### src/rtl/ps_pwm_pkg.sv
// Shared types and default constants for the phase-shifted PWM engine.
`timescale 1ns/1ps
package ps_pwm_pkg;

    localparam int PS_PWM_WIDTH = 6;
    localparam int PS_PWM_N_CH  = 2;
    localparam int PS_PWM_DT_W  = 5;

    typedef enum logic [2:0] {
        OFF    = 3'd0,
        DEAD_H = 3'd1,
        ON_H   = 3'd2,
        DEAD_L = 3'd3,
        ON_L   = 3'd4
    } dt_state_t;

endpackage

### src/rtl/ps_pwm_multich_deadtime.sv
// deadtime_gen: one complementary gate pair with dead-time insertion.
// Gates are registered from the next-state value, so they never glitch.
`timescale 1ns/1ps
module deadtime_gen
    import ps_pwm_pkg::*;
#(
    parameter int DT_W = PS_PWM_DT_W
) (
    input  logic            CLK,
    input  logic            RST,
    input  logic            EN,
    input  logic            PWM_IN,
    input  logic [DT_W-1:0] DT,
    output logic            GATE_H,
    output logic            GATE_L
);

    dt_state_t       state_q, state_d;
    dt_state_t       enter_state;
    logic [DT_W-1:0] timer_q, timer_d;
    logic [DT_W-1:0] enter_timer;
    logic            gate_h_q, gate_h_d;
    logic            gate_l_q, gate_l_d;
    logic            dt_zero;

    // Every (re)entry heads toward the current PWM level; zero dead time skips DEAD_x.
    always_comb begin
        dt_zero     = (DT == '0);
        enter_timer = dt_zero ? '0 : DT - DT_W'(1);
        if (PWM_IN) begin
            enter_state = dt_zero ? ON_H : DEAD_H;
        end else begin
            enter_state = dt_zero ? ON_L : DEAD_L;
        end
    end

    always_comb begin
        state_d = state_q;
        timer_d = timer_q;
        if (!EN) begin
            state_d = OFF;
            timer_d = '0;
        end else begin
            case (state_q)
                OFF: begin
                    state_d = enter_state;
                    timer_d = enter_timer;
                end
                DEAD_H: begin
                    if (!PWM_IN) begin
                        state_d = enter_state;
                        timer_d = enter_timer;
                    end else if (timer_q == '0) begin
                        state_d = ON_H;
                    end else begin
                        timer_d = timer_q - DT_W'(1);
                    end
                end
                ON_H: begin
                    if (!PWM_IN) begin
                        state_d = enter_state;
                        timer_d = enter_timer;
                    end
                end
                DEAD_L: begin
                    if (PWM_IN) begin
                        state_d = enter_state;
                        timer_d = enter_timer;
                    end else if (timer_q == '0) begin
                        state_d = ON_L;
                    end else begin
                        timer_d = timer_q - DT_W'(1);
                    end
                end
                ON_L: begin
                    if (PWM_IN) begin
                        state_d = enter_state;
                        timer_d = enter_timer;
                    end
                end
                default: begin
                    state_d = OFF;
                    timer_d = '0;
                end
            endcase
        end
        gate_h_d = (state_d == ON_H);
        gate_l_d = (state_d == ON_L);
    end

    always_ff @(posedge CLK or posedge RST) begin
        if (RST) begin
            state_q  <= OFF;
            timer_q  <= '0;
            gate_h_q <= 1'b0;
            gate_l_q <= 1'b0;
        end else begin
            state_q  <= state_d;
            timer_q  <= timer_d;
            gate_h_q <= gate_h_d;
            gate_l_q <= gate_l_d;
        end
    end

    assign GATE_H = gate_h_q;
    assign GATE_L = gate_l_q;

endmodule

### src/rtl/ps_pwm_multich.sv
// Phase-shifted multi-channel PWM: shared carrier, per-channel shadow duty, dead-time legs.
// Optional SYNC output (one pulse per carrier wrap) enabled by defining PS_PWM_SYNC_OUT_EN.
`timescale 1ns/1ps
module ps_pwm_multich
    import ps_pwm_pkg::*;
#(
    parameter int WIDTH = PS_PWM_WIDTH,
    parameter int N_CH  = PS_PWM_N_CH,
    parameter int DT_W  = PS_PWM_DT_W
) (
    input  logic                  CLK,
    input  logic                  RST,
    input  logic                  EN,
    input  logic [N_CH*WIDTH-1:0] DUTY,
    input  logic [DT_W-1:0]       DT,
    output logic [N_CH-1:0]       GATE_H,
    output logic [N_CH-1:0]       GATE_L
`ifdef PS_PWM_SYNC_OUT_EN
    ,
    output logic                  SYNC
`endif
);

    localparam logic [WIDTH-1:0] CNT_MAX = '1;
    localparam int unsigned      PH_STEP = (2 ** WIDTH) / N_CH;

    logic [WIDTH-1:0] cnt_q, cnt_d;
    logic [WIDTH-1:0] cnt_k [N_CH];
    logic [WIDTH-1:0] duty_act_q [N_CH];
    logic [WIDTH-1:0] duty_act_d [N_CH];
    logic [DT_W-1:0]  dt_act_q, dt_act_d;
    logic [N_CH-1:0]  pwm_q, pwm_d;

    always_comb begin
        cnt_d      = EN ? cnt_q + WIDTH'(1) : '0;
        dt_act_d   = (!EN || cnt_q == CNT_MAX) ? DT : dt_act_q;
        duty_act_d = duty_act_q;
        pwm_d      = '0;
        for (int unsigned k = 0; k < N_CH; k++) begin
            cnt_k[k] = cnt_q + WIDTH'(k * PH_STEP);
            // Shadow load only at this channel's own wrap so a period is never split.
            if (!EN || cnt_k[k] == CNT_MAX) begin
                duty_act_d[k] = DUTY[k*WIDTH +: WIDTH];
            end
            pwm_d[k] = (cnt_k[k] < duty_act_q[k]);
        end
    end

    always_ff @(posedge CLK or posedge RST) begin
        if (RST) begin
            cnt_q      <= '0;
            dt_act_q   <= '0;
            pwm_q      <= '0;
            duty_act_q <= '{default: '0};
        end else begin
            cnt_q      <= cnt_d;
            dt_act_q   <= dt_act_d;
            pwm_q      <= pwm_d;
            duty_act_q <= duty_act_d;
        end
    end

    for (genvar k = 0; k < N_CH; k++) begin : g_ch
        deadtime_gen #(
            .DT_W(DT_W)
        ) u_dt (
            .CLK   (CLK),
            .RST   (RST),
            .EN    (EN),
            .PWM_IN(pwm_q[k]),
            .DT    (dt_act_q),
            .GATE_H(GATE_H[k]),
            .GATE_L(GATE_L[k])
        );
    end

`ifdef PS_PWM_SYNC_OUT_EN
    logic sync_q, sync_d;

    always_comb begin
        sync_d = EN && (cnt_q == CNT_MAX);
    end

    always_ff @(posedge CLK or posedge RST) begin
        if (RST) begin
            sync_q <= 1'b0;
        end else begin
            sync_q <= sync_d;
        end
    end

    assign SYNC = sync_q;
`endif

endmodule

### config.mk
export PLATFORM = sky130hd
export DESIGN_NAME = ps_pwm_multich
export DESIGN_NICKNAME = d
export VERILOG_FILES = /design/src/rtl/ps_pwm_pkg.sv /design/src/rtl/ps_pwm_multich_deadtime.sv /design/src/rtl/ps_pwm_multich.sv
export SDC_FILE = /design/constraint.sdc
export NUM_CORES = 1
export LEC_CHECK = 0
export ABC_AREA = 0
export CORE_AREA = 2 2 114 116
export CTS_BUF_LIST = sky130_fd_sc_hd__clkbuf_8
export DETAILED_ROUTE_END_ITERATION = 7
export DIE_AREA = 0 0 116 118
export HOLD_SLACK_MARGIN = 0.12
export PLACE_DENSITY_LB_ADDON = 0.25
export SYNTH_ARGS = -nofsm -noshare
export SYNTH_HDL_FRONTEND = slang
export SYNTH_HIERARCHICAL = 1
export SYNTH_SLANG_ARGS = --single-unit
### constraint.sdc
create_clock -name CLK -period 3 [get_ports CLK]
set_input_delay 0.3 -clock CLK [delete_from_list [all_inputs] [get_ports CLK]]
set_output_delay 0.3 -clock CLK [all_outputs]
set_load 0.01 [all_outputs]
==> impl_metrics.py, run 1 <==
metrics = {
    "layout": {
        "drive_above_1_share_pct": 13.37,
        "area_delta_synth_final_pct": 14.56,
        "final_common_cell": "dfrtp_1",
        "diodes": 0,
        "fill_cells": 1355,
        "layout_common_cells": "dfrtp_1, inv_1, clkdlybuf4s50_1",
        "finalNonFillerCells": 501,
        "finalNetCount": 365,
    },
    "pwr": {
        "seq_power_share_pct": 42.2,
        "power.ir.vdd_worst_mv": 0.1821,
        "powerDensity_nw_per_um2": 586.1,
        "sw_frac_of_total_pct": 39.11,
        "p_switching_uw": 801.3,
        "leakage_uw": 0.001501,
        "p_int_uw": 1248,
        "p_clk_share_pct": 18.7,
        "p_comb_share_pct": 39.1,
    },
    "critical_path": {
        "slowest_delay_ns": 0.51,
        "crit_path_start_kind": "flip-flop",
        "rr_worst_depth": 9,
        "worstPathCellList": "inv_1 > ha_1 > or4b_4 > inv_1 > ha_1 > nand2b_1 > o2111a_1 > o311ai_0 > nor4b_1",
        "crit_slowest_cell": "or4b_4",
        "path_class": "flip-flop to flip-flop",
        "cp.required_ns": 3.20,
        "r2r_slack_ns": 0.61,
        "rr_startpoint": "dt_act_q[0]$_DFFE_PP0P_",
        "reg2reg_to": "g_ch[0].u_dt/GATE_L$_DFF_PP0_",
        "cp_max_fo": 7,
        "cp-end-kind": "flip-flop",
        "arrival_ns": 2.59,
        "crit_start": "dt_act_q[0]$_DFFE_PP0P_",
    },
    "die": {
        "ios": 24,
        "start_util_pct": 24.58,
        "die_width_um": 116,
        "rows": 41,
        "die_y_um": 118,
        "core_area_um2": 12410,
        "die_area_um2": 13690,
    },
    "status": {
        "status": "completed",
    },
    "clock_network": {
        "cts_buffers": 5,
        "clockRootBuffer": "clkbuf_8",
        "post_cts_buffers": 0,
        "clock_sinks": 45,
        "holdBufCountCts": 0,
        "insertion_delay_ns": 0.30,
        "cts.clk_slew.worst_paths_ns": 0.09,
        "cts_resized": 0,
        "clock_path_buffers": 2,
        "cts_tree": "built",
        "htree_levels": 2,
    },
    "placement": {
        "placed_cells": 493,
        "hpwl_um": 5000,
        "portBuffers": 23,
        "gp_congestion": 0.7887,
    },
    "timing": {
        "tightest_slew_ns": 0.9446,
        "finalHoldViolations": 0,
        "final_max_slew_viol_count": 0,
        "setup_tns_ns": 0,
        "final_min_period_over_clock_period_pct": 79.58,
        "finClkSkew_ns": 0.007352,
        "clock.fmax_mhz": 418.9,
        "relSlewSlack_pct": 36.96,
        "setup_violations": 0,
        "rsz0062_at_grt": "false",
        "layout_min_cycle_time_ns": 2.387,
    },
    "routing": {
        "firstDrtPassIters": 4,
        "drtIter0Drc": 63,
        "num_vias": 2334,
        "postRouteAntennaNets": 0,
        "via_per_inst": 4.659,
        "drc_errors": 0,
        "routed_wl_um": 6650,
        "wl_per_cell_um": 13.27,
    },
    "yosys": {
        "synth_top_cell_by_area": "dfrtp_1",
        "yosys_warnings": 6,
        "synthCells": 314,
        "synth-seq-cells": 45,
        "ys_dominant_reg_cell": "dfrtp_1",
        "syn-num-nets": 351,
        "async_flop_share_pct": 100.0,
        "postSynthAreaPerCell_um2": 9.719,
        "synth_area_leaders": "dfrtp_1, ha_1, mux2_2",
        "ys_seq_area_share_pct": 36.90,
        "ys_types": 69,
        "synth_top_area_share_pct": 36.90,
        "synth_edf_count": 0,
        "syn_area_um2": 3052,
    },
    "global_route": {
        "grt_pass1_vias": 2184,
        "grt_max_degree": 26,
        "track_usage_pct": 10.11,
        "overflow": 0,
        "grt_first_pass_wirelength_um": 11120,
        "antenna_found_initial": 0,
    },
    "run": {
        "cap_violations": 0,
    },
    "min_path": {
        "hold_path_class": "primary input to asynchronous set/reset pin",
    },
}
==> worst max-delay path, delay by kind of cell (launching register included) <==
kind | cells | cell delay (ns)
AND/OR/NAND/NOR | 3 | 0.89
adder cells (fa/ha/maj) | 2 | 0.36
flip-flops | 1 | 0.45
buffers and inverters | 2 | 0.22
AO/OA/AOI/OAI | 2 | 0.38
==> metrics by stage <==
step	setup WS [ns]	power [µW]	instance area (µm²)	hold slack [ns]	util, %
after global routing	0.3834	2216	3496	0.4012	28.16
after global placement	0.6398	1669	3408	0.4867	27.45
final	0.6127	2049	3496	0.3584	28.16
after CTS	0.6019	2068	3496	0.3755	28.16
after floorplan	0.8237	1500	3052	0.1402	-
after detailed placement	0.6237	1675	3408	0.4933	27.45
==> Yosys cell counts, types with 3 or more instances <==
cell type / number
nor2b_1: 8
buf_6: 3
and2_1: 4
mux2_2: 18
o211ai_1: 5
dfrtp_1: 45
buf_2: 8
xnor2_1: 9
or2_2: 3
a21oi_1: 9
and3_1: 3
nor2_1: 16
nand3_1: 3
o21ai_0: 10
ha_1: 17
nand2b_1: 9
inv_1: 29
o22ai_1: 9
clkbuf_1: 6
a211oi_1: 3
a22o_1: 5
a21o_1: 3
nand2_1: 18
a21boi_0: 5
nor3_1: 9
==> sequential cells by signal (all words and copies together), names as in the netlist <==
register,flops
duty_act_q,12
g_ch.u_dt/timer_q,10
cnt_q,6
g_ch.u_dt/state_q,6
dt_act_q,5
g_ch.u_dt/GATE_H,2
g_ch.u_dt/GATE_L,2
pwm_q,2
==> how the worst max path moves through the flow <==
stage               depth (start not counted)  slack [ns]                       endpoint
global route                                9        0.38  g_ch[0].u_dt/GATE_L$_DFF_PP0_
detailed placement                          9        0.62  g_ch[0].u_dt/GATE_L$_DFF_PP0_
CTS                                         9        0.60  g_ch[0].u_dt/GATE_L$_DFF_PP0_
floorplan                                   9        0.82  g_ch[0].u_dt/GATE_L$_DFF_PP0_
global placement                            9        0.64  g_ch[0].u_dt/GATE_L$_DFF_PP0_
finish                                      9        0.61  g_ch[0].u_dt/GATE_L$_DFF_PP0_
==> logic make-up (layout without fill, tap and decap cells) <==
logic type | count (synthesis) | count (layout) | share of synthesized area (%)
muxes | 20 | 20 | 7.298
adders and majority gates | 17 | 17 | 6.970
buffers and inverters | 46 | 61 | 6.724
xor gates and xnor gates | 11 | 11 | 3.157
AOI/OAI and AO/OA | 75 | 75 | 18.78
DFF | 45 | 45 | 36.90
and+or+nand+nor | 100 | 100 | 20.17
==> per-layer routing <==
| layer | track usage (%) | up-vias | wire, µm |
|---|---|---|---|
| li1 | - | 1166 | - |
| met1 | 14.27 | 1138 | 3196 |
| met2 | 15.90 | 25 | 3235 |
| met3 | 1.905 | 5 | 150 |
| met4 | 2.455 | 0 | 67 |
| met5 | 0 | - | 0 |
==> power groups by stage <==
stage | logic, µW | registers, µW | clock network, µW
after floorplan | 723 | 778 | 0
after global placement | 794 | 874 | 0
after detailed placement | 801 | 874 | 0
after CTS | 803 | 863 | 403
after global routing | 899 | 888 | 429
final | 801 | 865 | 383
==> cell type report <==
cell class / instances / area [µm²] / share of cell area, %
Clock buffer: 5 / 68.82 / 1.969
Clock inverter: 3 / 18.77 / 0.5369
Inverter: 29 / 108.9 / 3.114
Multi-Input combinational cell: 223 / 1720 / 49.21
Sequential cell: 45 / 1126 / 32.21
Tap cell: 172 / 215.2 / 6.156
Timing Repair Buffer: 24 / 237.7 / 6.800
Power figures use the tool's default switching activity.
==> run 2, diff against run 1 <==
==> constraint.sdc (replaced) <==
create_clock -name CLK -period 2.5 [get_ports CLK]
set_input_delay 0.25 -clock CLK [delete_from_list [all_inputs] [get_ports CLK]]
set_output_delay 0.25 -clock CLK [all_outputs]
set_load 0.01 [all_outputs]
==> run 2 against run 1 <==
  * Sequential power rose by 18%
  * Non-clock buffer count rose by 11
  * Register-to-register slack got worse by 0.42 ns
  * Critical path depth did not move
  * Clock-buffer cell count did not move
==> impl_metrics.py, run 2 (synthesis results as in run 1) <==
metrics = {
    "timing": {
        "setup_violations": 0,
        "finalHoldViolations": 0,
        "worst_hold_slack_ns": 0.3079,
        "layout_min_cycle_time_ns": 2.310,
        "rsz0062_at_grt": "false",
        "tightest_slew_ns": 0.6325,
        "setup_tns_ns": 0,
        "clock.fmax_mhz": 432.9,
        "final_min_period_over_clock_period_pct": 92.40,
        "relSlewSlack_pct": 57.83,
        "finClkSkew_ns": 0.01068,
        "final_max_slew_viol_count": 0,
    },
    "min_path": {
        "hold_path_class": "primary input to asynchronous set/reset pin",
    },
    "layout": {
        "final-seq-area_um2": 1126,
        "diodes": 0,
        "fill_cells": 1372,
        "layout_common_cells": "dfrtp_1, inv_1, clkdlybuf4s50_1",
        "area_delta_synth_final_pct": 18.04,
        "drive_above_1_share_pct": 16.47,
        "largest_register_ffs": 12,
        "finalNetCount": 376,
        "fin_area_um2": 3602,
        "final_util_pct": 29.02,
        "final_common_cell": "dfrtp_1",
        "largest_register": "duty_act_q",
        "multi_input_area_um2": 1720,
        "top_regs": "duty_act_q x12, g_ch.u_dt/timer_q x10",
    },
    "die": {
        "die_area_um2": 13690,
        "core_area_um2": 12410,
        "rows": 41,
        "start_util_pct": 24.58,
        "die_width_um": 116,
        "die_y_um": 118,
        "ios": 24,
    },
    "clock_network": {
        "cts_tree": "built",
        "cts.clk_slew.worst_paths_ns": 0.09,
        "htree_levels": 2,
        "clock_path_buffers": 2,
        "cts_buffers": 5,
        "clock_sinks": 45,
        "holdBufCountCts": 0,
        "clockRootBuffer": "clkbuf_8",
        "insertion_delay_ns": 0.31,
    },
    "routing": {
        "via_per_inst": 4.631,
        "firstDrtPassIters": 6,
        "routed_wl_um": 6925,
        "postRouteAntennaNets": 0,
        "drtIter0Drc": 141,
        "drc_errors": 0,
        "num_vias": 2371,
        "wl_per_cell_um": 13.53,
    },
    "global_route": {
        "grt_first_pass_wirelength_um": 12030,
        "grt_max_degree": 26,
        "grt_pass1_vias": 2353,
        "track_usage_pct": 10.92,
        "antenna_found_initial": 0,
        "overflow": 0,
    },
    "placement": {
        "portBuffers": 23,
        "gp_congestion": 0.7769,
        "hpwl_um": 5200,
        "place_area_um2": 3491,
    },
    "critical_path": {
        "crit_path_start_kind": "flip-flop",
        "slowest_delay_ns": 0.52,
        "cp_max_fo": 5,
        "cp-end-kind": "flip-flop",
        "worstPathCellList": "inv_1 > ha_1 > or4b_4 > inv_2 > ha_1 > nand2b_1 > o2111a_1 > o311ai_1 > nor4b_1",
        "cp_top_family": "simple AND/OR/NAND/NOR gates",
        "cp.required_ns": 2.70,
        "arrival_ns": 2.51,
        "cp.buffers_inverters": 2,
        "r2r_slack_ns": 0.19,
        "crit_slowest_cell": "or4b_4",
        "path_class": "flip-flop to flip-flop",
        "path_common_cell": "ha_1",
    },
    "status": {
        "status": "completed",
    },
    "pwr": {
        "leakage_uw": 0.001569,
        "power.ir.vdd_worst_mv": 0.2628,
        "powerDensity_nw_per_um2": 722.8,
        "p_total_uw": 2604,
    },
    "run": {
        "cap_violations": 0,
    },
}
run 2: cell types whose count changed in the layout (fill, tap and decap cells not counted):
cell,delta
buf_4,+11
o311ai_0,-1
bufinv_16,+1
clkinvlp_4,-2
o311ai_1,+1
clkinv_4,+1
inv_1,-1
inv_2,+1
run 2: repair_timing:
item                                    CTS  global route
setup buffers                             0             0
hold endpoints to repair                  0             0
resized for setup                         0             2
endpoints found under the setup margin    0             1
run 2: layout make-up:
type	instances	area share, %
sequential	45	31.26
multi-input combinational	223	47.76
inverter	29	3.022
clock inverter	3	1.181
clock buffer	5	1.910
tap	172	5.974
timing repair buffer	35	8.892
run 2: worst paths after layout:
| kind | from | endpoint | cells after the start |
|---|---|---|---|
| worst max-delay path | dt_act_q[1]$_DFFE_PP0P_ | g_ch[0].u_dt/GATE_L$_DFF_PP0_ | 9 |
| worst min-delay path | RST | g_ch[0].u_dt/state_q[0]$_DFF_PP0_ | 2 |
| worst max register to register | dt_act_q[1]$_DFFE_PP0P_ | g_ch[0].u_dt/GATE_L$_DFF_PP0_ | 9 |
| worst min register to register | duty_act_q[0]$_DFFE_PP0P_ | duty_act_q[0]$_DFFE_PP0P_ | 1 |
| max in group asynchronous | RST | g_ch[1].u_dt/timer_q[0]$_DFFE_PP0P_ | 2 |
| min in group CLK | duty_act_q[0]$_DFFE_PP0P_ | duty_act_q[0]$_DFFE_PP0P_ | 1 |
run 2: through the flow:
step	worst slack [ns]	instances
2_1_floorplan	0.3237	314
3_3_place_gp	0.2290	504
3_5_place_dp	0.1604	504
4_1_cts	0.1366	512
5_1_grt	0.04696	512
6_report	0.1900	512
run 2: report_power, final:
group	total [µW]	switching, µW	internal, µW
Sequential	1020	175	842
Combinational	1020	529	490
Clock	568	272	297
run 2: worst register-to-register path: cells and delay by family (launching register included):
kind / cells / cell delay (ns)
AND/OR/NAND/NOR: 3 / 0.93
buffers and inverters: 2 / 0.17
AO/OA/AOI/OAI: 2 / 0.34
adder cells (fa/ha/maj): 2 / 0.35
flip-flops: 1 / 0.42
run 2: routing by layer:
| layer | up-vias | global-route usage [%] | wire, µm |
|---|---|---|---|
| met4 | 0 | 2.232 | 41 |
| met1 | 1143 | 15.39 | 3310 |
| met2 | 32 | 17.51 | 3405 |
| met5 | - | 0 | 0 |
| met3 | 6 | 1.905 | 167 |
| li1 | 1190 | - | - |
